File: src/rtl/tape_out_tap_framer_if.sv
// Decoded-byte stream between the tape framer (master) and its consumer (slave).
interface tape_out_tap_framer_if;
  logic [7:0] o_data;
  logic       o_valid;
  logic       i_ready;

  modport master (output o_data, output o_valid, input i_ready);
  modport slave  (input o_data, input o_valid, output i_ready);
endinterface

File: src/rtl/tape_out_tap_framer.sv
// Measures port_FE[3] half-periods, classifies them against tolerance windows and
// frames pilot/sync/bit sequences into TAP bytes with per-block length/XOR status.
module tape_out_tap_framer #(
  parameter int T_CLKS       = 16,
  parameter int TOL_SHIFT    = 3,
  parameter int PILOT_MIN    = 256,
  parameter int SILENCE_CLKS = 113000000,
  parameter int CNT_W        = 27,
  parameter int PILOT_T      = 2168,
  parameter int SYNC1_T      = 667,
  parameter int SYNC2_T      = 735,
  parameter int ZERO_T       = 855,
  parameter int ONE_T        = 1710
) (
  input  logic                         i_clock,
  input  logic                         i_reset,
  input  logic                         i_tape_out,
  input  logic                         i_enable,
  tape_out_tap_framer_if.master        stream,
  output logic                         o_blk_done,
  output logic [15:0]                  o_blk_len,
  output logic                         o_blk_xor_ok,
  output logic                         o_blk_partial,
  output logic                         o_overflow,
  output logic                         o_stream_end
);

  localparam int               PC_W    = $clog2(PILOT_MIN + 1);
  localparam logic [CNT_W-1:0] SILENCE = CNT_W'(SILENCE_CLKS);

  typedef enum logic [2:0] {IDLE, PILOT, SYNC2, BIT_A, BIT_B} state_t;

  state_t           state;
  logic             tape_s1, tape_s2, tape_d;
  logic [CNT_W-1:0] cnt;
  logic [PC_W-1:0]  pilot_cnt;
  logic [2:0]       bit_ptr;
  logic             bit_cls;
  logic [6:0]       shreg;
  logic [15:0]      len;
  logic [7:0]       xor_acc;
  logic [7:0]       data_q;
  logic             valid_q;

  logic             tape_edge, silence;
  logic             hit_pilot, hit_sync1, hit_sync2, hit_zero, hit_one, same_hit;
  logic             byte_done, close_now;
  logic [7:0]       byte_val;
  logic [15:0]      len_nxt;
  logic [7:0]       xor_nxt;

  // Window test |L - nom| <= nom >> TOL_SHIFT; nom folds to a constant per call site.
  function automatic logic in_win(input logic [CNT_W-1:0] l, input int t_states);
    longint nom, tol, lw;
    nom = longint'(t_states) * longint'(T_CLKS);
    tol = nom >>> TOL_SHIFT;
    lw  = longint'(l);
    return (lw >= nom - tol) && (lw <= nom + tol);
  endfunction

  assign stream.o_data  = data_q;
  assign stream.o_valid = valid_q;

  always_comb begin
    tape_edge = tape_s2 ^ tape_d;
    silence   = !tape_edge && (cnt == SILENCE);
    hit_pilot = in_win(cnt, PILOT_T);
    hit_sync1 = in_win(cnt, SYNC1_T);
    hit_sync2 = in_win(cnt, SYNC2_T);
    hit_zero  = in_win(cnt, ZERO_T);
    hit_one   = in_win(cnt, ONE_T);
    same_hit  = bit_cls ? hit_one : hit_zero;
    byte_val  = {shreg, bit_cls};
    byte_done = i_enable && tape_edge && (state == BIT_B) && same_hit && (bit_ptr == 3'd0);
    close_now = i_enable && ((tape_edge && (state == BIT_A) && !hit_zero && !hit_one) ||
                             (tape_edge && (state == BIT_B) && !same_hit) ||
                             (silence && ((state == BIT_A) || (state == BIT_B))));
    len_nxt   = len;
    xor_nxt   = xor_acc;
    if (byte_done) begin
      len_nxt = (len == 16'hFFFF) ? len : len + 16'd1;
      xor_nxt = xor_acc ^ byte_val;
    end
  end

  always_ff @(posedge i_clock) begin
    if (i_reset) begin
      state         <= IDLE;
      tape_s1       <= 1'b0;
      tape_s2       <= 1'b0;
      tape_d        <= 1'b0;
      cnt           <= '0;
      pilot_cnt     <= '0;
      bit_ptr       <= 3'd7;
      bit_cls       <= 1'b0;
      shreg         <= '0;
      len           <= '0;
      xor_acc       <= '0;
      data_q        <= '0;
      valid_q       <= 1'b0;
      o_blk_done    <= 1'b0;
      o_blk_len     <= '0;
      o_blk_xor_ok  <= 1'b0;
      o_blk_partial <= 1'b0;
      o_overflow    <= 1'b0;
      o_stream_end  <= 1'b0;
    end else begin
      tape_s1      <= i_tape_out;
      tape_s2      <= tape_s1;
      tape_d       <= tape_s2;
      o_blk_done   <= 1'b0;
      o_stream_end <= 1'b0;

      if (tape_edge) cnt <= CNT_W'(1);
      else if (cnt != '1) cnt <= cnt + 1'b1;

      // A byte arriving while the previous one is still unaccepted is dropped but still counted.
      if (byte_done) begin
        len     <= len_nxt;
        xor_acc <= xor_nxt;
        if (valid_q && !stream.i_ready) begin
          o_overflow <= 1'b1;
        end else begin
          data_q  <= byte_val;
          valid_q <= 1'b1;
        end
      end else if (valid_q && stream.i_ready) begin
        valid_q <= 1'b0;
      end

      if (close_now && ((len_nxt != 16'd0) || (bit_ptr != 3'd7))) begin
        o_blk_done    <= 1'b1;
        o_blk_len     <= len_nxt;
        o_blk_xor_ok  <= (xor_nxt == 8'd0) && (len_nxt != 16'd0);
        o_blk_partial <= (bit_ptr != 3'd7);
      end

      if (!i_enable) begin
        state <= IDLE;
      end else if (tape_edge) begin
        unique case (state)
          IDLE: if (hit_pilot) begin
            state     <= PILOT;
            pilot_cnt <= PC_W'(1);
          end
          PILOT: if (hit_pilot) begin
            if (pilot_cnt != '1) pilot_cnt <= pilot_cnt + 1'b1;
          end else if (hit_sync1 && (pilot_cnt >= PC_W'(PILOT_MIN))) begin
            state <= SYNC2;
          end else begin
            state <= IDLE;
          end
          SYNC2: if (hit_sync2) begin
            state   <= BIT_A;
            bit_ptr <= 3'd7;
            len     <= '0;
            xor_acc <= '0;
          end else begin
            state <= IDLE;
          end
          // Each bit is two equal half-periods; the first picks the class, the second confirms it.
          BIT_A: if (hit_zero) begin
            bit_cls <= 1'b0;
            state   <= BIT_B;
          end else if (hit_one) begin
            bit_cls <= 1'b1;
            state   <= BIT_B;
          end else if (hit_pilot) begin
            state     <= PILOT;
            pilot_cnt <= PC_W'(1);
          end else begin
            state <= IDLE;
          end
          BIT_B: if (same_hit) begin
            shreg   <= byte_val[6:0];
            bit_ptr <= bit_ptr - 3'd1;
            state   <= BIT_A;
          end else begin
            state <= IDLE;
          end
          default: state <= IDLE;
        endcase
      end else if (silence && (state != IDLE)) begin
        o_stream_end <= 1'b1;
        state        <= IDLE;
      end
    end
  end

endmodule

File: src/flat_wrapper.sv
// flat-port wrapper written by rule: the top's interface ports become plain ports
module tape_out_tap_framer_flat 
#(
  parameter int T_CLKS       = 16,
  parameter int TOL_SHIFT    = 3,
  parameter int PILOT_MIN    = 256,
  parameter int SILENCE_CLKS = 113000000,
  parameter int CNT_W        = 27,
  parameter int PILOT_T      = 2168,
  parameter int SYNC1_T      = 667,
  parameter int SYNC2_T      = 735,
  parameter int ZERO_T       = 855,
  parameter int ONE_T        = 1710
)
  (i_clock, i_reset, i_tape_out, i_enable, o_blk_done, o_blk_len, o_blk_xor_ok, o_blk_partial, o_overflow, o_stream_end, stream_o_data, stream_o_valid, stream_i_ready);
  tape_out_tap_framer_if stream_i ();
  input  logic i_clock;
  input  logic i_reset;
  input  logic i_tape_out;
  input  logic i_enable;
  output logic o_blk_done;
  output logic [15:0] o_blk_len;
  output logic o_blk_xor_ok;
  output logic o_blk_partial;
  output logic o_overflow;
  output logic o_stream_end;
  output wire logic [$bits(stream_i.o_data)-1:0] stream_o_data;
  output wire logic [$bits(stream_i.o_valid)-1:0] stream_o_valid;
  input wire logic [$bits(stream_i.i_ready)-1:0] stream_i_ready;
  assign stream_o_data = stream_i.o_data;
  assign stream_o_valid = stream_i.o_valid;
  assign stream_i.i_ready = stream_i_ready;
  tape_out_tap_framer #(.T_CLKS(T_CLKS), .TOL_SHIFT(TOL_SHIFT), .PILOT_MIN(PILOT_MIN), .SILENCE_CLKS(SILENCE_CLKS), .CNT_W(CNT_W), .PILOT_T(PILOT_T), .SYNC1_T(SYNC1_T), .SYNC2_T(SYNC2_T), .ZERO_T(ZERO_T), .ONE_T(ONE_T)) u_core (.i_clock(i_clock), .i_reset(i_reset), .i_tape_out(i_tape_out), .i_enable(i_enable), .stream(stream_i), .o_blk_done(o_blk_done), .o_blk_len(o_blk_len), .o_blk_xor_ok(o_blk_xor_ok), .o_blk_partial(o_blk_partial), .o_overflow(o_overflow), .o_stream_end(o_stream_end));
endmodule
File: config.mk
export PLATFORM = sky130hd
export DESIGN_NAME = tape_out_tap_framer_flat
export DESIGN_NICKNAME = d
export VERILOG_FILES = /design/src/rtl/tape_out_tap_framer_if.sv /design/src/rtl/tape_out_tap_framer.sv /design/src/flat_wrapper.sv
export SDC_FILE = /design/constraint.sdc
export NUM_CORES = 1
export LEC_CHECK = 0
export CORE_ASPECT_RATIO = 2
export CORE_MARGIN = 2
export CORE_UTILIZATION = 42
export CTS_CLUSTER_DIAMETER = 100
export DETAILED_ROUTE_END_ITERATION = 8
export PLACE_DENSITY = 0.69
export SLEW_MARGIN = 10
export SYNTH_ARGS = -nofsm -noshare
export SYNTH_HDL_FRONTEND = slang
export SYNTH_SLANG_ARGS = --single-unit
File: constraint.sdc
create_clock -name i_clock -period 3.75 [get_ports i_clock]
set_clock_uncertainty 0.1 [all_clocks]
set_input_delay 0.75 -clock i_clock [delete_from_list [all_inputs] [get_ports i_clock]]
set_output_delay 0.75 -clock i_clock [all_outputs]
set_load 0.005 [all_outputs]
=== Word level (Yosys, flattened, before mapping) ===
Index checks and enable logic that the tools add are counted.

* Logic and storage cells: 154
* Register bits after elaboration: 107
* Bits of input ports: 5

* Add/sub/neg operators: 4
* $lt $le $gt $ge: 11
* Bitwise operators: 4
* Reductions and logical operators: 54
* Eq/ne operators: 18
* Muxes and demuxes: 43

{| class="wikitable"
|+ Operators with widths
! cell !! number
|-
| $mux 16 || 7
|-
| $ge 27x14->1 const B || 3
|-
| $le 27x14->1 const B || 3
|-
| $ge 27x15->1 const B || 2
|-
| $mux 8 || 6
|-
| $mux 9 || 5
|-
| $add 27x1->27 const B || 1
|-
| $eq 27x27->1 const B || 1
|-
| $le 27x15->1 const B || 1
|-
| $le 27x16->1 const B || 1
|-
| $ne 27x27->1 const B || 1
|-
| $pmux 9 s3 || 1
|-
| $mux 3 || 8
|-
| $logic_and 1x1->1 || 23
|-
| $add 16x1->16 const B || 1
|-
| $eq 16x16->1 const B || 1
|-
| $reduce_bool 16->1 || 1
|-
| $pmux 3 s5 || 1
|-
| $mux 1 || 11
|-
| $reduce_bool 2->1 || 5
|-
| $add 9x1->9 const B || 1
|-
| $ge 9x9->1 const B || 1
|-
| $ne 3x3->1 const B || 3
|-
| $ne 9x9->1 const B || 1
|-
| 23 further kinds || 45
|}

=== Longest topological paths before layout ===
* Depth after elaboration: 11
* Depth in mapped cells: 14
* Mapped depth without buffers: 12

=== Least setup slack after synthesis ===
OpenSTA, ideal clock, no wires.

* Path type: register -> register
* Start: register u_core.cnt[16]
* End: register u_core.o_blk_len[10]
* Setup time: 140 ps
* Setup slack: 167 ps
* Stages on the path, launching flop included: 12
* Required time: 3,510 ps
* Path buffers: 2
* Data arrival time: 3,343 ps
* Cell sequence: dfxtp_1 -> or4_4 -> or4b_4 -> o22ai_4 -> and2_2 -> buf_2 -> mux2i_1 -> nand4_1 -> or4_4 -> buf_6 -> a21oi_1 -> a211oi_2

* Cells in the longest elaborated chain, start to end: 9

{| class="wikitable"
|+ RTL lines
! item !! line !! text
|-
| from (decl) || tape_out_tap_framer.sv:35 || <nowiki>logic [CNT_W-1:0] cnt;</nowiki>
|-
| from (signal assigned) || tape_out_tap_framer.sv:115 || <nowiki>else if (cnt != '1) cnt <= cnt + 1'b1;</nowiki>
|-
| $ge 27x14->1, or another cell as far along || tape_out_tap_framer.sv:58 || <nowiki>return (lw >= nom - tol) && (lw <= nom + tol);</nowiki>
|-
| $logic_and 1x1->1 || tape_out_tap_framer.sv:58 ||
|-
| $mux 1 or $logic_not 1->1 (tied branches) || tape_out_tap_framer.sv:72, tape_out_tap_framer.sv:75 ||
|-
| $logic_and 1x1->1, or another cell as far along || tape_out_tap_framer.sv:74 || <nowiki>byte_done = i_enable && tape_edge && (state == BIT_B) && same_hit && (bit_ptr == 3'd0);</nowiki>
|-
| $logic_and 1x1->1, on equally long branches || tape_out_tap_framer.sv:74, tape_out_tap_framer.sv:75, tape_out_tap_framer.sv:76 ||
|-
| $mux 16 or $logic_or 1x1->1 (tied branches) || tape_out_tap_framer.sv:80, tape_out_tap_framer.sv:75 ||
|-
| $reduce_bool 16->1 or $logic_or 1x1->1 (tied branches) || tape_out_tap_framer.sv:131, tape_out_tap_framer.sv:76 ||
|-
| $logic_or 1x1->1 or $logic_and 1x1->1 (tied branches) || tape_out_tap_framer.sv:131, tape_out_tap_framer.sv:75 ||
|-
| $logic_and 1x1->1 || tape_out_tap_framer.sv:131 || <nowiki>if (close_now && ((len_nxt != 16'd0) || (bit_ptr != 3'd7))) begin</nowiki>
|-
| to (signal assigned) || tape_out_tap_framer.sv:133 || <nowiki>o_blk_len <= len_nxt;</nowiki>
|-
| to (decl) || tape_out_tap_framer.sv:21 || <nowiki>output logic [15:0] o_blk_len,</nowiki>
|}

Several ways; a longest one is shown, not always the timed one.
A chain may end at the register's enable or synchronous reset.

=== Worst setup path after layout ===
* Start: register u_core.cnt[16]
* End: register u_core.o_blk_len[5]

Same word-level chain as after synthesis.

==> metrics.yaml <==
grt_pass1_vias: 5265
ys_dominant_reg_cell: "dfxtp_1"
post_cts_buffers: 0
root_buffer: "clkbuf_16"
drc: 0
critPathMostFrequentCell: "or4_4"
drv_cap: 0
async_reset_ff_share_pct: 0
cts.hold.buffers_added: 0
hold_start: "u_core.tape_s1"
drive_gt1_share_pct: 12.6
crit_cells: 11
timing.critical_path.buf_inv: 1
antenna_cells: 0
multiInputGateArea_um2: 3470
firstDrtPassIters: 5
wl_um: 15700
reg2reg_depth: 11
path_cells: "or4_4 -> and4bb_4 -> o211ai_4 -> o22ai_4 -> buf_4 -> nand2_1 -> or3_1 -> o31a_1 -> or4_4 -> a21oi_1 -> a211oi_2"
min_period_ns: 3.56
fill_cells: 1346
setup_viol: 0
io_pins: 35
holdPathEnd: "u_core.tape_s2"
synth_cell_type_count: 78
layout_commonest_cell: "dfxtp_1"
routed_via_density: 5.58
port_buffers: 34
required_ns: 3.88
rsz0062_at_grt: "false"
core-area_um2: 13800
syn2layout_area_growth_pct: 15.4
synth_edf_count: 0
synth-seq-cells: 107
cts.htree.levels: 3
final_nets: 794
grt-ovfl-total: 0
path_clk_slew_ns: 0.07
maxSlewHeadroom_pct: 51.5
dpl.hpwl_um: 12000
crit_path_max_fanout: 12
track_usage_pct: 21.6
layout_common_cells: "dfxtp_1, nor2_1, nand2_1, a21oi_1, buf_4"
wire_per_inst_um: 16.1
yosysSeqAreaShare_pct: 36.2
synth_cells: 740
hold_class: "register to register"
grt_first_pass_wirelength_um: 25500
die_area_um2: 15100
grt_max_degree: 38
seq_area_um2: 2140
ir_worst_vdd_mv: 0.206
worstSkewPairLatency_ns: 0.35
worst-slew-pin-transition_ns: 0.728
cts_tree: "built"
hold_violations: 0
crit_family: "simple AND/OR/NAND/NOR gates"
reg2reg_slack_ns: 0.19
antenna_found_initial: 0
cp-end-kind: "register"
drt_iter0_drc: 289
finalSetupTns_ns: 0
fp.dieW_um: 88.0
postRouteAntennaNets: 0
fmax_ghz: 0.281
critPathSlowestCell: "or4_4"
status: "completed"
cts_made_buffers: 9
start_util_pct: 42.9
worst_r2r_endpoint: "u_core.o_blk_len[5]"
slew_violations: 0
gp_congestion: 0.900
clk_path_buf_depth: 2
synth_area_um2: 5920
final_core_util_pct: 49.5
dieHeight_um: 172
avgSynthCellArea_um2: 8.01
synth_nets: 754
r2r_start: "u_core.cnt[16]"
startpoint_type: "register"
ys_warn_count: 0
leakage_nw: 2.32
cp.arrival_ns: 3.69
crit_type: "register to register"
power.density_nw_per_um2: 309
max_stage_delay_ns: 0.61
hold_depth: 1
vias: 5432
std_cell_rows: 61
clock_sinks: 107
post-route-period-util_pct: 95.0
-- timing repair --
action	4_1_cts	5_1_grt
hold endpoints to repair	0	0
resized for setup	0	3
setup endpoints to repair	0	16
-- how the worst max path moves through the flow --
stage                            to  slack [ns]      startpoint
2_1_floorplan  u_core.o_blk_len[10]        0.17  u_core.cnt[16]
3_3_place_gp    u_core.o_blk_len[2]        0.21        i_enable
3_5_place_dp    u_core.o_blk_len[1]        0.11  u_core.cnt[16]
4_1_cts         u_core.o_blk_len[0]        0.11  u_core.cnt[16]
5_1_grt         u_core.o_blk_len[1]        0.02  u_core.cnt[16]
6_report        u_core.o_blk_len[5]        0.19  u_core.cnt[16]
-- synthesized netlist by cell type (9+ instances only) --
| master | count | area share, % |
|---|---|---|
| dfxtp_1 | 107 | 36 |
| a211oi_2 | 10 | 2.1 |
| nor3_1 | 23 | 1.9 |
| mux2i_1 | 11 | 1.9 |
| xor2_1 | 27 | 4.0 |
| nor2b_1 | 15 | 1.6 |
| nor2_1 | 100 | 6.3 |
| nand2_1 | 74 | 4.7 |
| or3_1 | 13 | 1.4 |
| nand4_1 | 20 | 2.1 |
| a21oi_1 | 61 | 5.2 |
| clkbuf_1 | 28 | 1.8 |
| inv_1 | 12 | 0.76 |
| nand3_1 | 35 | 3.0 |
| and3_1 | 10 | 1.1 |
| xnor2_1 | 19 | 2.8 |
| o21ai_0 | 36 | 3.0 |
| ha_1 | 9 | 1.9 |
-- metrics by stage --
| stage | setup slack, ns | cell area (um^2) | total power, mW | hold WS (ns) | instances |
|---|---|---|---|---|---|
| CTS | 0.108 | 6830 | 2.14 | 0.363 | 974 |
| finish | 0.189 | 6830 | 2.12 | 0.359 | 974 |
| global route | 0.0243 | 6830 | 2.19 | 0.373 | 974 |
| global placement | 0.208 | 6550 | 1.23 | 0.346 | 958 |
| floorplan | 0.167 | 5920 | 1.21 | 0.314 | 740 |
| detailed placement | 0.111 | 6550 | 1.23 | 0.345 | 958 |
-- kinds of logic after synthesis --
family / share of synthesized area [%]
fa+ha+maj: 1.90
xor+xnor: 6.80
mux: 2.09
simple gates: 30.0
compound gates: 17.7
flops: 36.2
buf+inv: 5.34
-- cell type report --
type                       count  share of cell area (%)
multi-input combinational    573                    50.8
tap                          189                    3.46
clock buffer                  12                    3.61
inverter                      12                   0.659
timing repair buffer          77                    9.63
clock inverter                 4                   0.494
sequential                   107                    31.3
-- registers in the layout, indices dropped and copies added, names as in the netlist --
name / cells
u_core.o_blk_xor_ok: 1
u_core.stream.o_valid: 1
u_core.cnt: 27
u_core.tape_d: 1
u_core.o_overflow: 1
u_core.bit_cls: 1
u_core.state: 3
u_core.o_blk_partial: 1
u_core.bit_ptr: 3
u_core.len: 16
u_core.stream.o_data: 8
u_core.o_blk_len: 16
u_core.xor_acc: 8
u_core.pilot_cnt: 9
u_core.tape_s1: 1
u_core.o_blk_done: 1
u_core.tape_s2: 1
u_core.shreg: 7
u_core.o_stream_end: 1
-- worst register-to-register path: stages, from the launching register on --
cell	delay [ns]
dfxtp_1	0.34
or4_4	0.57
and4bb_4	0.41
o211ai_4	0.11
o22ai_4	0.25
buf_4	0.21
nand2_1	0.07
or3_1	0.31
o31a_1	0.18
or4_4	0.61
a21oi_1	0.22
a211oi_2	0.06
-- layer usage --
metal  routed length (um)  up-vias  global-route usage, %  part of all wire (%)
met2                 8930      118                   42.0                    57
met4                  814        0                   12.2                   5.2
met5                    0        -                      0                     0
met1                 5630     2572                   20.7                    36
li1                     -     2692                      -                     -
met3                  342       50                   2.77                   2.2
-- power by group --
part           leakage [nW]  internal, mW  switching, mW  total [mW]
logic                  1.32        0.0172         0.0360      0.0532
clock network         0.133         0.475          0.439       0.914
registers             0.863          1.14        0.00866        1.15
Power figures use the tool's default switching activity.
